<file path="src/rtl/chunk_ser_pkg.sv">
// Shared definitions for the chunk serializer: FSM state encoding, the
// mode encoding of encryp_decryp, and constant functions that size
// segments, packets and the word index.
package chunk_ser_pkg;

  typedef logic [2:0] state_t;

  localparam state_t ST_IDLE  = 3'd0;
  localparam state_t ST_KEY   = 3'd1;
  localparam state_t ST_NONCE = 3'd2;
  localparam state_t ST_CTR   = 3'd3;
  localparam state_t ST_DATA  = 3'd4;

  // Mode select: ENCRYP sends header + data, DECRYP sends data only.
  localparam logic ENCRYP = 1'b0;
  localparam logic DECRYP = 1'b1;

  // Number of WORD_W words in a segment of seg_w bits.
  function automatic int seg_words(input int seg_w, input int word_w);
    return seg_w / word_w;
  endfunction

  // Words in one output packet for the given mode.
  function automatic int pkt_words(input logic mode, input int key_w,
                                   input int nonce_w, input int ctr_w,
                                   input int data_w, input int word_w);
    if (mode == ENCRYP)
      return (key_w + nonce_w + ctr_w + data_w) / word_w;
    return data_w / word_w;
  endfunction

  // Largest segment word count; the word index must be able to hold it.
  function automatic int max_seg_words(input int key_w, input int nonce_w,
                                       input int ctr_w, input int data_w,
                                       input int word_w);
    int m;
    m = key_w / word_w;
    if (nonce_w / word_w > m) m = nonce_w / word_w;
    if (ctr_w / word_w > m)   m = ctr_w / word_w;
    if (data_w / word_w > m)  m = data_w / word_w;
    return m;
  endfunction

  // Word index width: clog2 of the largest segment plus one bit.
  function automatic int idx_width(input int max_words);
    return $clog2(max_words) + 1;
  endfunction

endpackage

</file>
<file path="src/rtl/chunk_ser_out_reg.sv">
// AXI-Stream output register stage. Holds tdata/tlast/tvalid and reloads
// whenever the slot is empty or the current word is being taken, so the
// word stays stable for as long as downstream stalls.
module chunk_ser_out_reg
  import chunk_ser_pkg::*;
#(
  parameter int WORD_W = 32
) (
  input  logic              chunk_ser_clk,
  input  logic              chunk_ser_reset_n,
  input  logic [WORD_W-1:0] load_data,
  input  logic              load_last,
  input  logic              load_valid,
  input  logic              m_axis_tready,
  output logic              load_en,
  output logic [WORD_W-1:0] m_axis_tdata,
  output logic              m_axis_tlast,
  output logic              m_axis_tvalid
);

  logic [WORD_W-1:0] tdata_reg;
  logic              tlast_reg;
  logic              tvalid_reg;

  assign load_en       = !tvalid_reg || m_axis_tready;
  assign m_axis_tdata  = tdata_reg;
  assign m_axis_tlast  = tlast_reg;
  assign m_axis_tvalid = tvalid_reg;

  // Capture the next word only when the slot is free or being consumed.
  always_ff @(posedge chunk_ser_clk or negedge chunk_ser_reset_n) begin
    if (!chunk_ser_reset_n) begin
      tdata_reg  <= '0;
      tlast_reg  <= 1'b0;
      tvalid_reg <= 1'b0;
    end else if (load_en) begin
      tdata_reg  <= load_data;
      tlast_reg  <= load_last;
      tvalid_reg <= load_valid;
    end
  end

endmodule

</file>
<file path="src/rtl/chunk_serializer.sv">
// chunk_serializer: latches one data block plus an optional crypto header
// (public key, nonce, counter) and streams it out as WORD_W-bit AXI-Stream
// words, each segment most-significant word first, tlast on the final
// data word.
// Optional build macro CHUNK_SER_STATS_EN adds a 32-bit pkt_count output
// counting completed packets.
module chunk_serializer
  import chunk_ser_pkg::*;
#(
  parameter int WORD_W  = 32,
  parameter int DATA_W  = 512,
  parameter int KEY_W   = 256,
  parameter int NONCE_W = 64,
  parameter int CTR_W   = 64
) (
  input  logic               chunk_ser_clk,
  input  logic               chunk_ser_reset_n,
  input  logic               chunk_ser_valid,
  output logic               chunk_ser_ready,
  input  logic               encryp_decryp,
  input  logic [KEY_W-1:0]   public_key,
  input  logic [NONCE_W-1:0] nonce,
  input  logic [CTR_W-1:0]   counter,
  input  logic [DATA_W-1:0]  chunk_ser_data_in,
  output logic [WORD_W-1:0]  m_axis_tdata,
  output logic               m_axis_tvalid,
  input  logic               m_axis_tready,
  output logic               m_axis_tlast
`ifdef CHUNK_SER_STATS_EN
  ,
  output logic [31:0]        pkt_count
`endif
);

  localparam int KEY_WORDS   = seg_words(KEY_W, WORD_W);
  localparam int NONCE_WORDS = seg_words(NONCE_W, WORD_W);
  localparam int CTR_WORDS   = seg_words(CTR_W, WORD_W);
  localparam int DATA_WORDS  = seg_words(DATA_W, WORD_W);
  localparam int MAX_WORDS   = max_seg_words(KEY_W, NONCE_W, CTR_W, DATA_W, WORD_W);
  localparam int IDX_W       = idx_width(MAX_WORDS);

  // Reject zero-width segments and widths that do not split into words.
  generate
    if (WORD_W <= 0 || KEY_W <= 0 || NONCE_W <= 0 || CTR_W <= 0 || DATA_W <= 0 ||
        (KEY_W % WORD_W) != 0 || (NONCE_W % WORD_W) != 0 ||
        (CTR_W % WORD_W) != 0 || (DATA_W % WORD_W) != 0) begin : g_bad_width
      $error("chunk_serializer: every segment width must be a nonzero multiple of WORD_W");
    end
  endgenerate

  // state_reg/idx_reg describe the word currently held in the output
  // register; the mode is implied by which state follows the accept, so it
  // needs no separate capture register.
  state_t             state_reg, state_next;
  logic [IDX_W-1:0]   idx_reg, idx_next;
  logic               ready_reg;
  logic [KEY_W-1:0]   key_reg;
  logic [NONCE_W-1:0] nonce_reg;
  logic [CTR_W-1:0]   ctr_reg;
  logic [DATA_W-1:0]  data_reg;

  logic               load_en;
  logic               accept;
  logic               advance;
  logic [KEY_W-1:0]   key_src;
  logic [NONCE_W-1:0] nonce_src;
  logic [CTR_W-1:0]   ctr_src;
  logic [DATA_W-1:0]  data_src;
  logic [WORD_W-1:0]  word_next;
  logic               last_next;
  logic               valid_next;

  assign chunk_ser_ready = ready_reg;
  assign accept          = chunk_ser_valid && ready_reg;
  // Outside IDLE tvalid is always high, so load_en means "word taken".
  assign advance         = (state_reg != ST_IDLE) && load_en;

  // Next-state logic: step down through each segment, reload the index at
  // every segment boundary, return to IDLE after the final data word.
  always_comb begin
    state_next = state_reg;
    idx_next   = idx_reg;
    case (state_reg)
      ST_IDLE: begin
        if (accept) begin
          if (encryp_decryp == ENCRYP) begin
            state_next = ST_KEY;
            idx_next   = IDX_W'(KEY_WORDS - 1);
          end else begin
            state_next = ST_DATA;
            idx_next   = IDX_W'(DATA_WORDS - 1);
          end
        end
      end
      ST_KEY: begin
        if (advance) begin
          if (idx_reg == '0) begin
            state_next = ST_NONCE;
            idx_next   = IDX_W'(NONCE_WORDS - 1);
          end else begin
            idx_next = idx_reg - 1'b1;
          end
        end
      end
      ST_NONCE: begin
        if (advance) begin
          if (idx_reg == '0) begin
            state_next = ST_CTR;
            idx_next   = IDX_W'(CTR_WORDS - 1);
          end else begin
            idx_next = idx_reg - 1'b1;
          end
        end
      end
      ST_CTR: begin
        if (advance) begin
          if (idx_reg == '0) begin
            state_next = ST_DATA;
            idx_next   = IDX_W'(DATA_WORDS - 1);
          end else begin
            idx_next = idx_reg - 1'b1;
          end
        end
      end
      ST_DATA: begin
        if (advance) begin
          if (idx_reg == '0) begin
            state_next = ST_IDLE;
          end else begin
            idx_next = idx_reg - 1'b1;
          end
        end
      end
      default: begin
        state_next = ST_IDLE;
        idx_next   = '0;
      end
    endcase
  end

  // Word mux: on the accept cycle the first word comes straight from the
  // inputs (capture registers are not loaded yet), afterwards from the
  // captured copy so later input changes cannot leak into the packet.
  always_comb begin
    key_src    = (state_reg == ST_IDLE) ? public_key        : key_reg;
    nonce_src  = (state_reg == ST_IDLE) ? nonce             : nonce_reg;
    ctr_src    = (state_reg == ST_IDLE) ? counter           : ctr_reg;
    data_src   = (state_reg == ST_IDLE) ? chunk_ser_data_in : data_reg;
    word_next  = '0;
    case (state_next)
      ST_KEY:   word_next = WORD_W'(key_src   >> (int'(idx_next) * WORD_W));
      ST_NONCE: word_next = WORD_W'(nonce_src >> (int'(idx_next) * WORD_W));
      ST_CTR:   word_next = WORD_W'(ctr_src   >> (int'(idx_next) * WORD_W));
      ST_DATA:  word_next = WORD_W'(data_src  >> (int'(idx_next) * WORD_W));
      default:  word_next = '0;
    endcase
    last_next  = (state_next == ST_DATA) && (idx_next == '0);
    valid_next = (state_next != ST_IDLE);
  end

  // FSM, ready flag and block capture. ready follows the next state so it
  // stays low through reset and rises one clock after release.
  always_ff @(posedge chunk_ser_clk or negedge chunk_ser_reset_n) begin
    if (!chunk_ser_reset_n) begin
      state_reg <= ST_IDLE;
      idx_reg   <= '0;
      ready_reg <= 1'b0;
      key_reg   <= '0;
      nonce_reg <= '0;
      ctr_reg   <= '0;
      data_reg  <= '0;
    end else begin
      state_reg <= state_next;
      idx_reg   <= idx_next;
      ready_reg <= (state_next == ST_IDLE);
      if (accept) begin
        key_reg   <= public_key;
        nonce_reg <= nonce;
        ctr_reg   <= counter;
        data_reg  <= chunk_ser_data_in;
      end
    end
  end

  chunk_ser_out_reg #(
    .WORD_W (WORD_W)
  ) u_out_reg (
    .chunk_ser_clk     (chunk_ser_clk),
    .chunk_ser_reset_n (chunk_ser_reset_n),
    .load_data         (word_next),
    .load_last         (last_next),
    .load_valid        (valid_next),
    .m_axis_tready     (m_axis_tready),
    .load_en           (load_en),
    .m_axis_tdata      (m_axis_tdata),
    .m_axis_tlast      (m_axis_tlast),
    .m_axis_tvalid     (m_axis_tvalid)
  );

`ifdef CHUNK_SER_STATS_EN
  logic [31:0] pkt_count_reg;

  assign pkt_count = pkt_count_reg;

  // Count completed packets (tlast handshakes); wraps naturally at 2^32.
  always_ff @(posedge chunk_ser_clk or negedge chunk_ser_reset_n) begin
    if (!chunk_ser_reset_n)
      pkt_count_reg <= '0;
    else if (m_axis_tvalid && m_axis_tready && m_axis_tlast)
      pkt_count_reg <= pkt_count_reg + 32'd1;
  end
`else
  // Statistics disabled: no packet counter is built.
`endif

endmodule

</file>
<file path="config.mk">
export PLATFORM = sky130hd
export DESIGN_NAME = chunk_serializer
export DESIGN_NICKNAME = d
export VERILOG_FILES = /design/src/rtl/chunk_ser_pkg.sv /design/src/rtl/chunk_ser_out_reg.sv /design/src/rtl/chunk_serializer.sv
export SDC_FILE = /design/constraint.sdc
export NUM_CORES = 2
export LEC_CHECK = 0
export ABC_AREA = 1
export CORE_AREA = 3 3 361 363
export CTS_CLUSTER_SIZE = 40
export DETAILED_ROUTE_END_ITERATION = 12
export DIE_AREA = 0 0 364 366
export PLACE_DENSITY = 0.66
export SYNTH_ARGS = -nofsm -noshare
export SYNTH_HDL_FRONTEND = slang
export SYNTH_SLANG_ARGS = --single-unit
</file>
<file path="constraint.sdc">
create_clock -name chunk_ser_clk -period 3.15 [get_ports chunk_ser_clk]
set_input_delay 0.63 -clock chunk_ser_clk [delete_from_list [all_inputs] [get_ports chunk_ser_clk]]
set_output_delay 0.63 -clock chunk_ser_clk [all_outputs]
set_load 0.02 [all_outputs]
</file>
After elaboration in Yosys (flattened, before gate mapping):

Index checks and enable logic that the tools add are counted.
W data, S select, Z words.

* RAM bits: 0
* word-level logic and storage cells: 60
* ROM bits: 0
* register bits: 939
* latch bits: 0
* memories kept: 0
* output and inout bits: 35

* shifts and indexed selects: 4
* divide/modulo/power cells: 0
* muxes and demuxes: 25
* multipliers: 0
* bitwise gates (word level): 0
* order comparisons: 0
* add/sub/neg operators: 1
* reduce and logical (&&, ||, !) cells: 12
* eq/ne operators: 8

Operators by type and width (count)
* $mux W512: 1
* $shr A512 B10 Y32: 1
* $mux W256: 1
* $shr A256 B10 Y32: 1
* $mux W64: 2
* $pmux W32 S4: 1
* $shr A64 B10 Y32: 2
* $mux W5: 7
* $mux W3: 10
* $pmux W5 S4: 1
* $pmux W3 S5: 1
* $eq A3 B2 Y1 const B: 4
* $logic_not A5 Y1: 2
* $eq A3 B1 Y1 const B: 2
* $eq A3 B3 Y1 const B: 2
* $logic_not A3 Y1: 2
* $reduce_bool A3 Y1: 2
* $sub A5 B1 Y5 const B: 1
* $mux W4: 1
* $logic_and A1 B1 Y1: 3
* $reduce_or A2 Y1: 1
* $logic_not A1 Y1: 1
* $logic_or A1 B1 Y1: 1

Depth between registers and ports, before layout:

* depth in word-level cells: 7
* gate-level depth with buffers: 23

Cells and area by module:

From an unflattened synthesis, not the netlist that was laid out.

* cell total of the unflattened synthesis: 8180
* area, all modules: 54686.2 um2

Modules (own cells, without submodules)
* chunk_serializer: area an instance 53282.4 um2, cells each 8033, times used 1
* chunk_ser_out_reg: area an instance 1403.8 um2, cells each 147, times used 1

Least setup slack after synthesis:

Ideal clock, no wire load.

* kind: register to register
* from: register idx_reg[0]
* to: register u_out_reg.tdata_reg[20] (netlist: u_out_reg.m_axis_tdata[20])
* data arrival time: 2.646 ns
* setup time: 0.116 ns
* path buffers: 3
* stages on the path, launching flop included: 20
* setup slack: 0.387 ns
* clock period less this slack: 2.763 ns
* required time: 3.034 ns
* cell sequence: dfrtp_1 -> inv_1 -> ha_1 -> inv_1 -> nor2_1 -> nand2_1 -> ha_1 -> nand3_1 -> o21ai_0 -> a21oi_1 -> o21ai_1 -> nand2_2 -> buf_2 -> buf_2 -> clkbuf_1 -> nand3_1 -> nand3_1 -> nand3_1 -> nand2_1 -> nand2_1

* word-level cells in the longest chain between the ends: 6
* elaborated cells on any way between the ends: 28
* those cells by class: 1 x add/sub; 4 x eq/ne; 4 x shift; 18 x mux; 1 x reduce/logical

Ends and longest elaborated chain
* start, declared: RTL line chunk_serializer.sv:55 `logic [IDX_W-1:0] idx_reg, idx_next;`
* start signal, assigned: RTL line chunk_serializer.sv:174 `idx_reg <= idx_next;`
* $sub A5 B1 Y5 or $logic_not A5 Y1 (tied branches)
* $mux W5, or another cell as far along: RTL line chunk_serializer.sv:127 `if (idx_reg == '0) begin`
* $mux W5, or another cell as far along: RTL line chunk_serializer.sv:126 `if (advance) begin`
* $pmux W5 S4 or $pmux W3 S5 (tied branches): RTL line chunk_serializer.sv:83 `case (state_reg)`
* $shr A512 B10 Y32, or another cell as far along: RTL line chunk_serializer.sv:154 `ST_DATA: word_next = WORD_W'(data_src >> (int'(idx_next) * WORD_W));`
* $pmux W32 S4 *: RTL line chunk_serializer.sv:150 `case (state_next)`
* end signal, assigned: RTL line chunk_ser_out_reg.sv:37 `tdata_reg <= load_data;`
* end, declared: RTL line chunk_ser_out_reg.sv:21 `logic [WORD_W-1:0] tdata_reg;`

Every way passes the cells marked *; elsewhere a longest branch is shown, timed or not.
A chain may end at the register's enable or synchronous reset.

Worst setup path in the final report:

* from: register idx_reg[0]
* to: register u_out_reg.tdata_reg[18] (netlist: u_out_reg.m_axis_tdata[18])

Same word-level chain as after synthesis.

==> results.json <==
{
  "drt-initial-drc-count": 7042,
  "wl_um": 239000,
  "cp_top_family": "simple AND/OR/NAND/NOR gates",
  "grt_pass1_wl_um": 346000,
  "coreArea_mm2": 0.1274,
  "dieWidth_um": 364,
  "wl_per_cell_um": 22.80,
  "synth_area_leaders": "dfrtp_1, nand2_1, o21ai_0, inv_1, o211ai_1",
  "vias": 57220,
  "ys_async_sr_fraction_pct": 100.0,
  "final_area_mm2": 0.07269,
  "grt-ovfl-total": 0,
  "cp.required_ns": 3.75,
  "period_minus_slack_ns": 3.134,
  "worstPathArrival_ns": 3.73,
  "yosys-top-cells-count": "nand2_1, o21ai_0, inv_1, dfrtp_1, o211ai_1",
  "dp.final_hpwl_um": 177800,
  "largest_reg_flops": 512,
  "seq_area_frac_synth_pct": 43.45,
  "critical_path.cell_chain": "inv_2 > ha_4 > inv_2 > nor2_4 > buf_6 > nand3_4 > buf_6 > nand2_4 > o211ai_4 > nor2_4 > buf_6 > buf_12 > o211ai_1 > nand3_1 > nand3_1 > nand3_1 > nand3_4 > buf_12 > nand2_1 > nand2_1",
  "fin_hold_ws_ns": 0.4761,
  "antenna_left": 0,
  "synth_fp_nets": 8752,
  "post-synth-top-area-fraction_pct": 43.45,
  "min_period_over_period_pct": 99.49,
  "worstMarginPinSlew_ns": 1.302,
  "gp_congestion": 0.9538,
  "synth_warnings": 0,
  "critPathKind": "reg2reg",
  "yosysTopAreaCell": "dfrtp_1",
  "grt_max_degree": 322,
  "cts_root_buf": "clkbuf_16",
  "ys_types": 34,
  "pin_count": 936,
  "cts.clk_slew.worst_paths_ns": 0.06,
  "cts_buffers": 109,
  "htree_levels": 3,
  "antenna_found_initial": 24,
  "gr-usage-all-layers_pct": 34.61,
  "cts_tree": "yes",
  "layout-drive-gt1-share_pct": 9.133,
  "path_max_fanout": 24,
  "place_area_mm2": 0.06709,
  "areaGrowthSynthToFinish_pct": 34.40,
  "slowest_stage": "dfrtp_1",
  "fmax_ghz": 0.3191,
  "finalClockSkew_ns": 0.02251,
  "clk_path_buf_depth": 3,
  "yosysMostFrequentCell": "nand2_1",
  "firstDrtPassIters": 7,
  "rsz0062_at_grt": "yes",
  "yosys_register_bits": 939,
  "drc": 0,
  "dieArea_mm2": 0.1332,
  "start_util_pct": 42.47,
  "crit_path_start_kind": "flop",
  "status": "finished clean",
  "finalSetupViolations": 0,
  "p_per_area_mw_per_mm2": 1438,
  "slew_headroom_pct": 13.19,
  "die_y_um": 366,
  "finalNonFillerCells": 10480,
  "syn_inst": 7848,
  "viasPerCell": 5.459,
  "leakagePower_uw": 0.03495,
  "hold_violations": 0,
  "synth-edff-count": 0,
  "end_kind": "flop",
  "slew_violations": 0,
  "ir_drop_mv": 1.120,
  "syn_avg_cell_area_um2": 6.891,
  "hp-class": "reg2reg",
  "cp.buffers_inverters": 7,
  "grt_pass1_vias": 53410,
  "maxCapViolCount": 0,
  "synth_ff_type": "dfrtp_1",
  "worst_path_largest_cell_delay_ns": 0.38,
  "rows": 131,
  "port_buffers": 935,
  "finalPower_uw": 104500,
  "clk_latency_ns": 0.71,
  "cts.sinks": 939,
  "fin_nets": 9614,
  "netlist_area_mm2": 0.05408,
  "dp.cells": 10220
}
## routing by layer
| metal | up-vias | global-route usage [%] | routed length (um) |
|---|---|---|---|
| li1 | 26950 | - | - |
| met1 | 26840 | 45.84 | 95030 |
| met2 | 2869 | 53.52 | 106800 |
| met3 | 528 | 5.909 | 21160 |
| met4 | 22 | 19.51 | 15760 |
| met5 | - | 0 | 163 |
## worst paths after layout
path | depth (start not counted) | endpoint | slack (ns) | startpoint
worst max-delay path | 20 | u_out_reg.m_axis_tdata[18]$_DFFE_PN0N_ | 0.02 | idx_reg[0]$_DFF_PN0_
worst min-delay path | 2 | u_out_reg.m_axis_tdata[18]$_DFFE_PN0N_ | 0.48 | u_out_reg.m_axis_tdata[18]$_DFFE_PN0N_
worst max register to register | 20 | u_out_reg.m_axis_tdata[18]$_DFFE_PN0N_ | 0.02 | idx_reg[0]$_DFF_PN0_
worst min register to register | 2 | u_out_reg.m_axis_tdata[18]$_DFFE_PN0N_ | 0.48 | u_out_reg.m_axis_tdata[18]$_DFFE_PN0N_
max in group asynchronous | 3 | key_reg[220]$_DFFE_PN0P_ | 1.47 | chunk_ser_reset_n
min in group asynchronous | 2 | data_reg[155]$_DFFE_PN0P_ | 0.52 | chunk_ser_reset_n
## metrics by stage
stage	util (%)	setup TNS (ns)	setup slack [ns]
finish	57.08	0	0.01594
global route	57.06	-0.5464	-0.07740
CTS	56.24	-0.1548	-0.04737
detailed placement	52.68	-116.25	-1.022
global placement	52.68	-115.57	-1.065
floorplan	-	0	0.3875
## layout by cell type, fill, tap and decap left out, drive strengths merged
master / netlist / routed
o2111ai: 21 / 21
a21oi: 219 / 219
bufinv: 0 / 8
buf: 213 / 397
clkbuf: 382 / 180
a21boi: 1 / 1
o21bai: 2 / 2
nor2: 16 / 16
a22oi: 1 / 1
nand2: 2708 / 2708
o21ai: 1588 / 1588
xor2: 2 / 2
a31oi: 2 / 2
ha: 3 / 3
o211ai: 396 / 396
diode: 0 / 15
o41ai: 1 / 1
nand4: 9 / 9
clkinvlp: 0 / 4
nor3: 4 / 4
dlygate4sd3: 0 / 1
clkinv: 4 / 23
clkdlybuf4s50: 0 / 934
bufbuf: 0 / 4
inv: 1017 / 1020
dfrtp: 939 / 939
nand3: 320 / 320
## power breakdown
part | switching (uW) | leakage [uW] | total, uW | internal (uW)
Clock | 5460 | 0.00185 | 13400 | 7930
Sequential | 3130 | 0.0116 | 21300 | 18200
Combinational | 44800 | 0.0215 | 69800 | 25000
Total | 53400 | 0.0349 | 105000 | 51100
## timing repair
| item | in CTS | in global routing |
|---|---|---|
| gates resized for setup | 97 | 202 |
| hold buffers | 1 | 0 |
| cloned | 9 | 10 |
| buffers inserted | 12 | 11 |
| setup endpoints to repair | 32 | 32 |
| pin swaps | 19 | 69 |
| hold endpoints to repair | 33 | 0 |
## logic make-up after synthesis
| family | share of synthesized area [%] |
|---|---|
| xor+xnor | 0.03239 |
| flops | 43.45 |
| buf+inv | 11.67 |
| simple gates | 22.09 |
| compound gates | 22.70 |
| fa+ha+maj | 0.06941 |
## worst min-delay path, stage by stage (launching register included)
cell     delay, ns
dfrtp_1       0.34
nand2_1       0.05
nand2_1       0.05
## cell type report
| class | count | area, um2 |
|---|---|---|
| Fill cell | 11790 | 54670 |
| Inverter | 1021 | 3864 |
| Multi-Input combinational cell | 5293 | 25220 |
| Timing Repair Buffer | 1346 | 14230 |
| Tap cell | 1662 | 2079 |
| Antenna cell | 15 | 37.54 |
| Clock buffer | 170 | 3352 |
| Clock inverter | 34 | 406.6 |
| Sequential cell | 939 | 23500 |
No activity file was read; power rests on OpenSTA's default activity.
